===== src/rtl/wb2axi4l_pkg.sv =====
// Shared state encoding and AXI4-Lite response codes for the Wishbone to
// AXI4-Lite bridge.
package wb2axi4l_pkg;

    typedef enum logic [2:0] {
        ST_IDLE    = 3'd0,
        ST_WR_REQ  = 3'd1,
        ST_WR_RESP = 3'd2,
        ST_RD_REQ  = 3'd3,
        ST_RD_RESP = 3'd4,
        ST_DONE    = 3'd5
    } state_t;

    localparam logic [1:0] AXI_RESP_OKAY   = 2'b00;
    localparam logic [1:0] AXI_RESP_EXOKAY = 2'b01;
    localparam logic [1:0] AXI_RESP_SLVERR = 2'b10;
    localparam logic [1:0] AXI_RESP_DECERR = 2'b11;

    // SLVERR and DECERR surface on Wishbone as err, the OK codes as ack.
    function automatic logic resp_is_err(input logic [1:0] resp);
        logic is_err;
        case (resp)
            AXI_RESP_OKAY, AXI_RESP_EXOKAY:   is_err = 1'b0;
            AXI_RESP_SLVERR, AXI_RESP_DECERR: is_err = 1'b1;
            default:                          is_err = 1'b1;
        endcase
        return is_err;
    endfunction

endpackage


===== src/rtl/wb2axi4l_bridge.sv =====
// Wishbone classic slave to AXI4-Lite master bridge, one transfer in flight.
// AXI responses are folded back into a single-cycle ack or err.
module wb2axi4l_bridge
    import wb2axi4l_pkg::*;
#(
    parameter int ADDR_WIDTH = 32,
    parameter int DATA_WIDTH = 32
) (
    input  logic                  wb_clk_i,
    input  logic                  wb_rst_i,
    input  logic [ADDR_WIDTH-1:0] wb_adr_i,
    input  logic [DATA_WIDTH-1:0] wb_dat_i,
    input  logic [3:0]            wb_sel_i,
    input  logic                  wb_we_i,
    input  logic                  wb_cyc_i,
    input  logic                  wb_stb_i,
    output logic [DATA_WIDTH-1:0] wb_dat_o,
    output logic                  wb_ack_o,
    output logic                  wb_err_o,
    output logic [ADDR_WIDTH-1:0] m_axi_awaddr,
    output logic [2:0]            m_axi_awprot,
    output logic                  m_axi_awvalid,
    input  logic                  m_axi_awready,
    output logic [DATA_WIDTH-1:0] m_axi_wdata,
    output logic [3:0]            m_axi_wstrb,
    output logic                  m_axi_wvalid,
    input  logic                  m_axi_wready,
    input  logic [1:0]            m_axi_bresp,
    input  logic                  m_axi_bvalid,
    output logic                  m_axi_bready,
    output logic [ADDR_WIDTH-1:0] m_axi_araddr,
    output logic [2:0]            m_axi_arprot,
    output logic                  m_axi_arvalid,
    input  logic                  m_axi_arready,
    input  logic [DATA_WIDTH-1:0] m_axi_rdata,
    input  logic [1:0]            m_axi_rresp,
    input  logic                  m_axi_rvalid,
    output logic                  m_axi_rready
);

    state_t                  state_r;
    state_t                  next_state_s;
    logic [ADDR_WIDTH-1:0]   adr_r;
    logic [DATA_WIDTH-1:0]   dat_r;
    logic [3:0]              strb_r;
    logic                    aw_done_r;
    logic                    aw_done_s;
    logic                    w_done_r;
    logic                    w_done_s;
    logic                    abort_r;
    logic                    err_r;
    logic [DATA_WIDTH-1:0]   rdata_r;
    logic                    req_s;

    assign req_s = wb_cyc_i & wb_stb_i;

    assign m_axi_awaddr  = adr_r;
    assign m_axi_awprot  = 3'b000;
    assign m_axi_awvalid = (state_r == ST_WR_REQ) && !aw_done_r;
    assign m_axi_wdata   = dat_r;
    assign m_axi_wstrb   = strb_r;
    assign m_axi_wvalid  = (state_r == ST_WR_REQ) && !w_done_r;
    assign m_axi_bready  = (state_r == ST_WR_RESP);
    assign m_axi_araddr  = adr_r;
    assign m_axi_arprot  = 3'b000;
    assign m_axi_arvalid = (state_r == ST_RD_REQ);
    assign m_axi_rready  = (state_r == ST_RD_RESP);

    // An abandoned transfer still finishes on AXI but reports nothing back.
    assign wb_dat_o = rdata_r;
    assign wb_ack_o = (state_r == ST_DONE) && !abort_r && !err_r;
    assign wb_err_o = (state_r == ST_DONE) && !abort_r && err_r;

    // Next-state decode; AW and W complete independently before B is accepted.
    always_comb begin
        next_state_s = state_r;
        aw_done_s    = aw_done_r;
        w_done_s     = w_done_r;
        case (state_r)
            ST_IDLE: begin
                aw_done_s = 1'b0;
                w_done_s  = 1'b0;
                if (req_s) begin
                    next_state_s = wb_we_i ? ST_WR_REQ : ST_RD_REQ;
                end else begin
                    next_state_s = ST_IDLE;
                end
            end
            ST_WR_REQ: begin
                aw_done_s = aw_done_r | m_axi_awready;
                w_done_s  = w_done_r | m_axi_wready;
                if (aw_done_s && w_done_s) begin
                    next_state_s = ST_WR_RESP;
                end else begin
                    next_state_s = ST_WR_REQ;
                end
            end
            ST_WR_RESP: begin
                if (m_axi_bvalid) begin
                    next_state_s = ST_DONE;
                end else begin
                    next_state_s = ST_WR_RESP;
                end
            end
            ST_RD_REQ: begin
                if (m_axi_arready) begin
                    next_state_s = ST_RD_RESP;
                end else begin
                    next_state_s = ST_RD_REQ;
                end
            end
            ST_RD_RESP: begin
                if (m_axi_rvalid) begin
                    next_state_s = ST_DONE;
                end else begin
                    next_state_s = ST_RD_RESP;
                end
            end
            ST_DONE: begin
                next_state_s = ST_IDLE;
            end
            default: begin
                next_state_s = ST_IDLE;
            end
        endcase
    end

    // State, request capture, abort tracking and response capture.
    always_ff @(posedge wb_clk_i) begin
        if (wb_rst_i) begin
            state_r   <= ST_IDLE;
            adr_r     <= {ADDR_WIDTH{1'b0}};
            dat_r     <= {DATA_WIDTH{1'b0}};
            strb_r    <= 4'b0000;
            aw_done_r <= 1'b0;
            w_done_r  <= 1'b0;
            abort_r   <= 1'b0;
            err_r     <= 1'b0;
            rdata_r   <= {DATA_WIDTH{1'b0}};
        end else begin
            state_r   <= next_state_s;
            aw_done_r <= aw_done_s;
            w_done_r  <= w_done_s;
            if ((state_r == ST_IDLE) && req_s) begin
                adr_r   <= wb_adr_i;
                dat_r   <= wb_dat_i;
                strb_r  <= wb_sel_i;
                abort_r <= 1'b0;
                err_r   <= 1'b0;
            end
            // Losing cyc or stb mid-flight marks the transfer as abandoned.
            if ((state_r inside {ST_WR_REQ, ST_WR_RESP, ST_RD_REQ, ST_RD_RESP}) && !req_s) begin
                abort_r <= 1'b1;
            end
            if ((state_r == ST_WR_RESP) && m_axi_bvalid) begin
                err_r <= resp_is_err(m_axi_bresp);
            end
            if ((state_r == ST_RD_RESP) && m_axi_rvalid) begin
                rdata_r <= m_axi_rdata;
                err_r   <= resp_is_err(m_axi_rresp);
            end
        end
    end

endmodule

===== config.mk =====
export PLATFORM = sky130hd
export DESIGN_NAME = wb2axi4l_bridge
export DESIGN_NICKNAME = d
export VERILOG_FILES = /design/src/rtl/wb2axi4l_pkg.sv /design/src/rtl/wb2axi4l_bridge.sv
export SDC_FILE = /design/constraint.sdc
export NUM_CORES = 1
export LEC_CHECK = 0
export BUFFER_PORTS_ARGS = -buffer_cell sky130_fd_sc_hd__buf_2
export CELL_PAD_IN_SITES_DETAIL_PLACEMENT = 0
export CELL_PAD_IN_SITES_GLOBAL_PLACEMENT = 1
export CORE_ASPECT_RATIO = 0.9
export CORE_MARGIN = 1.5
export CORE_UTILIZATION = 30
export CTS_CLUSTER_SIZE = 14
export DETAILED_ROUTE_END_ITERATION = 8
export PLACE_DENSITY_LB_ADDON = 0.1
export SLEW_MARGIN = 20
export SYNTH_ARGS = -nofsm -noshare
export SYNTH_HDL_FRONTEND = slang
export SYNTH_SLANG_ARGS = --single-unit

===== constraint.sdc =====
create_clock -name wb_clk_i -period 2 [get_ports wb_clk_i]
set_input_delay 0.2 -clock wb_clk_i [delete_from_list [all_inputs] [get_ports wb_clk_i]]
set_output_delay 0.2 -clock wb_clk_i [all_outputs]
set_load 0.02 [all_outputs]

Word level (Yosys, flattened, before mapping)
Index checks and enable logic that the tools add are counted.
Widths: inputs -> output; s select.
- flip-flop bits (word level): 107
- bits of input ports: 114
- equality and inequality tests: 11
- muxes and demuxes: 15
- bitwise operators: 3
- reductions and logical operators: 26
- operator list (kind ; count):
    $pmux 3 s5 ; 1
    $logic_and 1x1->1 ; 10
    $eq 2x2->1 const B ; 4
    $pmux 1 s2 ; 4
    $reduce_or 2->1 ; 4
    $eq 3x2->1 const B ; 2
    $eq 3x3->1 const B ; 2
    $mux 2 ; 3
    $mux 3 ; 2
    $logic_not 1->1 ; 5
    $mux 1 ; 5
    $eq 2x1->1 const B ; 2
    $logic_not 2->1 ; 2
    $reduce_bool 2->1 ; 2
    $reduce_bool 4->1 ; 1
    $eq 3x1->1 const B ; 1
    $logic_not 3->1 ; 1
    $reduce_bool 3->1 ; 1
    $or 1x1->1 ; 2
    $and 1x1->1 ; 1

Logic depth before layout (Yosys ltp)
- depth in word-level cells: 5
- depth in mapped cells: 6

Worst setup path after synthesis
Ideal clock, no wire load.
- path type: reg2reg
- start: reg state_r[0]
- end: reg err_r
- library setup time: 0.091 ns
- data arrival time: 1.445 ns
- path slack: 0.464 ns
- cell stages (with the launch flop): 5
- cell sequence: dfxtp_1 -> buf_6 -> nor3b_1 -> nand3_1 -> a311oi_1
- longest elaborated chain between the ends: 4
- elaborated cells between the ends (all ways): 9
- those cells by class: eq/ne: 2; mux: 2; reduce/logical: 5
- RTL lines (item ; RTL line ; RTL):
    start: declaration ; wb2axi4l_bridge.sv:41 ; state_t state_r;
    start signal: assignment ; wb2axi4l_bridge.sv:141 ; state_r <= next_state_s;
    $eq 3x2->1 (*) ; n/a ;
    named net m_axi_bready ; wb2axi4l_bridge.sv:30 ; output logic m_axi_bready,
    $logic_and 1x1->1 (*) ; wb2axi4l_bridge.sv:155 ; if ((state_r == ST_WR_RESP) && m_axi_bvalid) begin
    $mux 1 ; wb2axi4l_bridge.sv:155 ;
    $mux 1 ; wb2axi4l_bridge.sv:158 ; if ((state_r == ST_RD_RESP) && m_axi_rvalid) begin
    end signal: assignment ; wb2axi4l_bridge.sv:156 ; err_r <= resp_is_err(m_axi_bresp);
    end signal: assignment ; wb2axi4l_bridge.sv:160 ; err_r <= resp_is_err(m_axi_rresp);
    end: declaration ; wb2axi4l_bridge.sv:51 ; logic err_r;
The timed path passes the listed nets; every way through them passes the cells marked *.
A chain may end at the register's enable or synchronous reset.

Worst setup path after layout
- start: reg state_r[1]
- end: out m_axi_awvalid
- longest elaborated chain between the ends: 2
- RTL lines (item ; RTL line ; RTL):
    $eq 3x1->1 ; wb2axi4l_bridge.sv:59 ; assign m_axi_awvalid = (state_r == ST_WR_REQ) && !aw_done_r;
    $logic_and 1x1->1 ; wb2axi4l_bridge.sv:59 ;
    end: declaration ; wb2axi4l_bridge.sv:22 ; output logic m_axi_awvalid,
Every way passes these cells.

==> flow_summary.toml <==
[clock_tree]
clock_latency_ns = 0.34
clk_pin_slew_worst_paths_ns = 0.07
htreeDepth = 3
cts_hold_buffers = 0
cts_setup_buffers = 0
cts_made_buffers = 9
cts_tree = "yes"
cts_resized = 0
cts.path.max_buffers = 2
clock-sinks = 107
cts_root_buf = "clkbuf_16"

[worst_setup_path]
cpLargestDelayFamily = "simple AND/OR/NAND/NOR gates"
cp_max_fo = 17
cp_slowest_cell = "or3b_2"
cp.required_ns = 1.80
slowest_delay_ns = 0.52
crit_type = "reg2out"
cp.arrival_ns = 1.64
critical_path.endpoint_type = "primary output"
startpoint_type = "flip-flop"
cp_cell_sequence = "buf_4 -> or3b_2 -> nor2_1 -> buf_2"
critPathBufInv = 2

[timing]
finalWorstSetupSlack_ns = 0.163
setup_tns_ns = 0
fmax_mhz = 544
tightest_slew_ns = 0.594
slew_violations = 0
hold_violations = 0
relSlewSlack_pct = 60.4
finalClockSkew_ns = 0.00609
rsz0062_at_grt = "no"
finalSetupViolations = 0
finalCritPeriodShare_pct = 91.9
period_minus_slack_ns = 1.84

[power]
power_density_nw_per_um2 = 842
ir_drop_mv = 0.415
power.leakage_nw = 2.66

[yosys]
ys_top_cells_by_area = "dfxtp_1, a21oi_1, nand3_1"
ys_seq_elements = 107
synth_top_area_share_pct = 47.3
synthCells = 549
syn_avg_cell_area_sq_um = 8.26
ys_seq_area_share_pct = 47.3
synth-xor-area-share_pct = 0
synthSimpleGateAreaFrac_pct = 17.4
synth.distinct_cells = 39
yosysWarnings = 0
synth_top_cell_by_area = "dfxtp_1"
muxShareOfSynthArea_pct = 0.248
syn_area_sq_um = 4530
synth_top_family_by_area = "compound AO/OA/AOI/OAI gates"
synth_compound_area_share_pct = 21.0
synthAdderAreaFrac_pct = 0

[job]
maxCapViolCount = 0

[floorplanning]
dieArea_sq_um = 15900
core_area_sq_um = 14700
fp.dieH_um = 120
start_util_pct = 30.8
die_w_um = 133
io_pins = 259
fp-row-count = 42

[placed_design]
dp_hpwl_um = 9570
dp_slack_ns = 0.345
routabilityCongestion = 0.767
io_buffer_count = 250

[routing]
post-route-drc-count = 0
dr.pass1.iters = 5
vias_per_cell = 4.73
drt-initial-drc-count = 158
ant_nets = 0
vias = 4441
wl_um = 13800
wire_per_inst_um = 14.7

[grt]
grt_pass1_vias = 4076
grt_pass1_wl_um = 21600
antenna_found_initial = 0
grt_max_degree = 53
grtUsageTotal_pct = 17.2
grt-ovfl-total = 0

[run_status]
outcome = "completed"

[layout]
nNetsFinal = 852
diodes = 0
synthToLayoutAreaGrowth_pct = 29.4
nFillCells = 1600
seq_area_sq_um = 2140
drive_above_1_share_pct = 38.6
multiInputGateArea_sq_um = 1780

[worst_hold_path]
hold_class = "in2reg"
-- synth_stat cells, drive strengths merged --
library cell,n
dfxtp,107
a21oi,105
buf,74
nand3,69
o21ai,69
nand2,67
clkbuf,19
nor2,5
nor3,5
and2,2
nand3b,2
nor2b,2
nor3b,2
o32ai,2
a211oi,1
a21o,1
a311oi,1
and4bb,1
conb,1
inv,1
mux2,1
nand2b,1
nand4b,1
nand4bb,1
nor4bb,1
o211ai,1
o21a,1
o22a,1
o22ai,1
o31a,1
or3,1
or3b,1
or4bb,1
-- layout by cell type, fill, tap and decap left out, types with 5 or more instances in the layout --
master     Yosys  layout
a21oi_1      105     105
conb_1         1       6
o21ai_1       42      42
clkbuf_16      0       9
dfxtp_1      107     107
nor2_1         5       5
buf_4         39      13
nand3_1       69      69
o21ai_0       27      27
buf_2         15     249
nand2_1       67      66
-- metrics by stage --
step           instance area (sq um)  instances  total power, W  util (%)  hold WS [ns]
2_1_floorplan                   4550        554         0.00308         -         0.336
3_3_place_gp                    5590        925         0.00329      38.0         0.440
3_5_place_dp                    5590        925         0.00330      38.0         0.444
4_1_cts                         5870        938         0.00503      39.9        0.0673
5_1_grt                         5870        938         0.00521      39.9        0.0745
6_report                        5870        938         0.00494      39.9        0.0865
-- path summary, 6_finish.rpt --
| check | startpoint | cells after the start | slack [ns] | endpoint |
|---|---|---|---|---|
| setup / recovery | state_r[1] | 4 | 0.16 | m_axi_awvalid |
| hold / removal | m_axi_rdata[23] | 3 | 0.09 | wb_dat_o[23] |
| hold reg to reg | wb_dat_o[18] | 2 | 0.45 | wb_dat_o[18] |
| setup reg to reg | state_r[0] | 4 | 0.33 | m_axi_wdata[14] |
-- worst min-delay path: cells and delay by family --
kind	cells	cell delay, ns
simple gates	1	0.04
buf+inv	1	0.09
compound gates	1	0.05
-- layout make-up --
class / instances / area share, %
clock inverter: 3 / 0.725
tap: 198 / 4.22
timing repair buffer: 266 / 24.3
sequential: 107 / 36.5
inverter: 1 / 0.0640
clock buffer: 10 / 3.90
multi-input combinational: 353 / 30.3
-- logic make-up (layout without fill, tap and decap cells) --
family	after synthesis	count (layout)
other	1	6
AOI/OAI and AO/OA	184	184
and+or+nand+nor	162	162
DFF	107	107
buffers and inverters	94	280
muxes	1	1
-- metal layers --
metal  routed length (um)  track usage (%)
met3                 1200             5.83
met1                 6000             21.3
met4                  205             5.84
met5                    0                0
met2                 6350             28.2
-- sequential cells by signal (all words and copies together), names as in the netlist --
name,cells
abort_r,1
aw_done_r,1
m_axi_araddr,32
wb_dat_o,32
err_r,1
m_axi_wdata,32
m_axi_wstrb,4
w_done_r,1
state_r,3
-- report_power, final --
group / internal (W) / total (W) / switching (W) / leakage, nW
clock: 0.000948 / 0.00169 / 0.000747 / 0.130
sequential: 0.00223 / 0.00229 / 0.0000613 / 0.869
combinational: 0.000320 / 0.000949 / 0.000629 / 1.66
(Power assumes the default switching activity.)
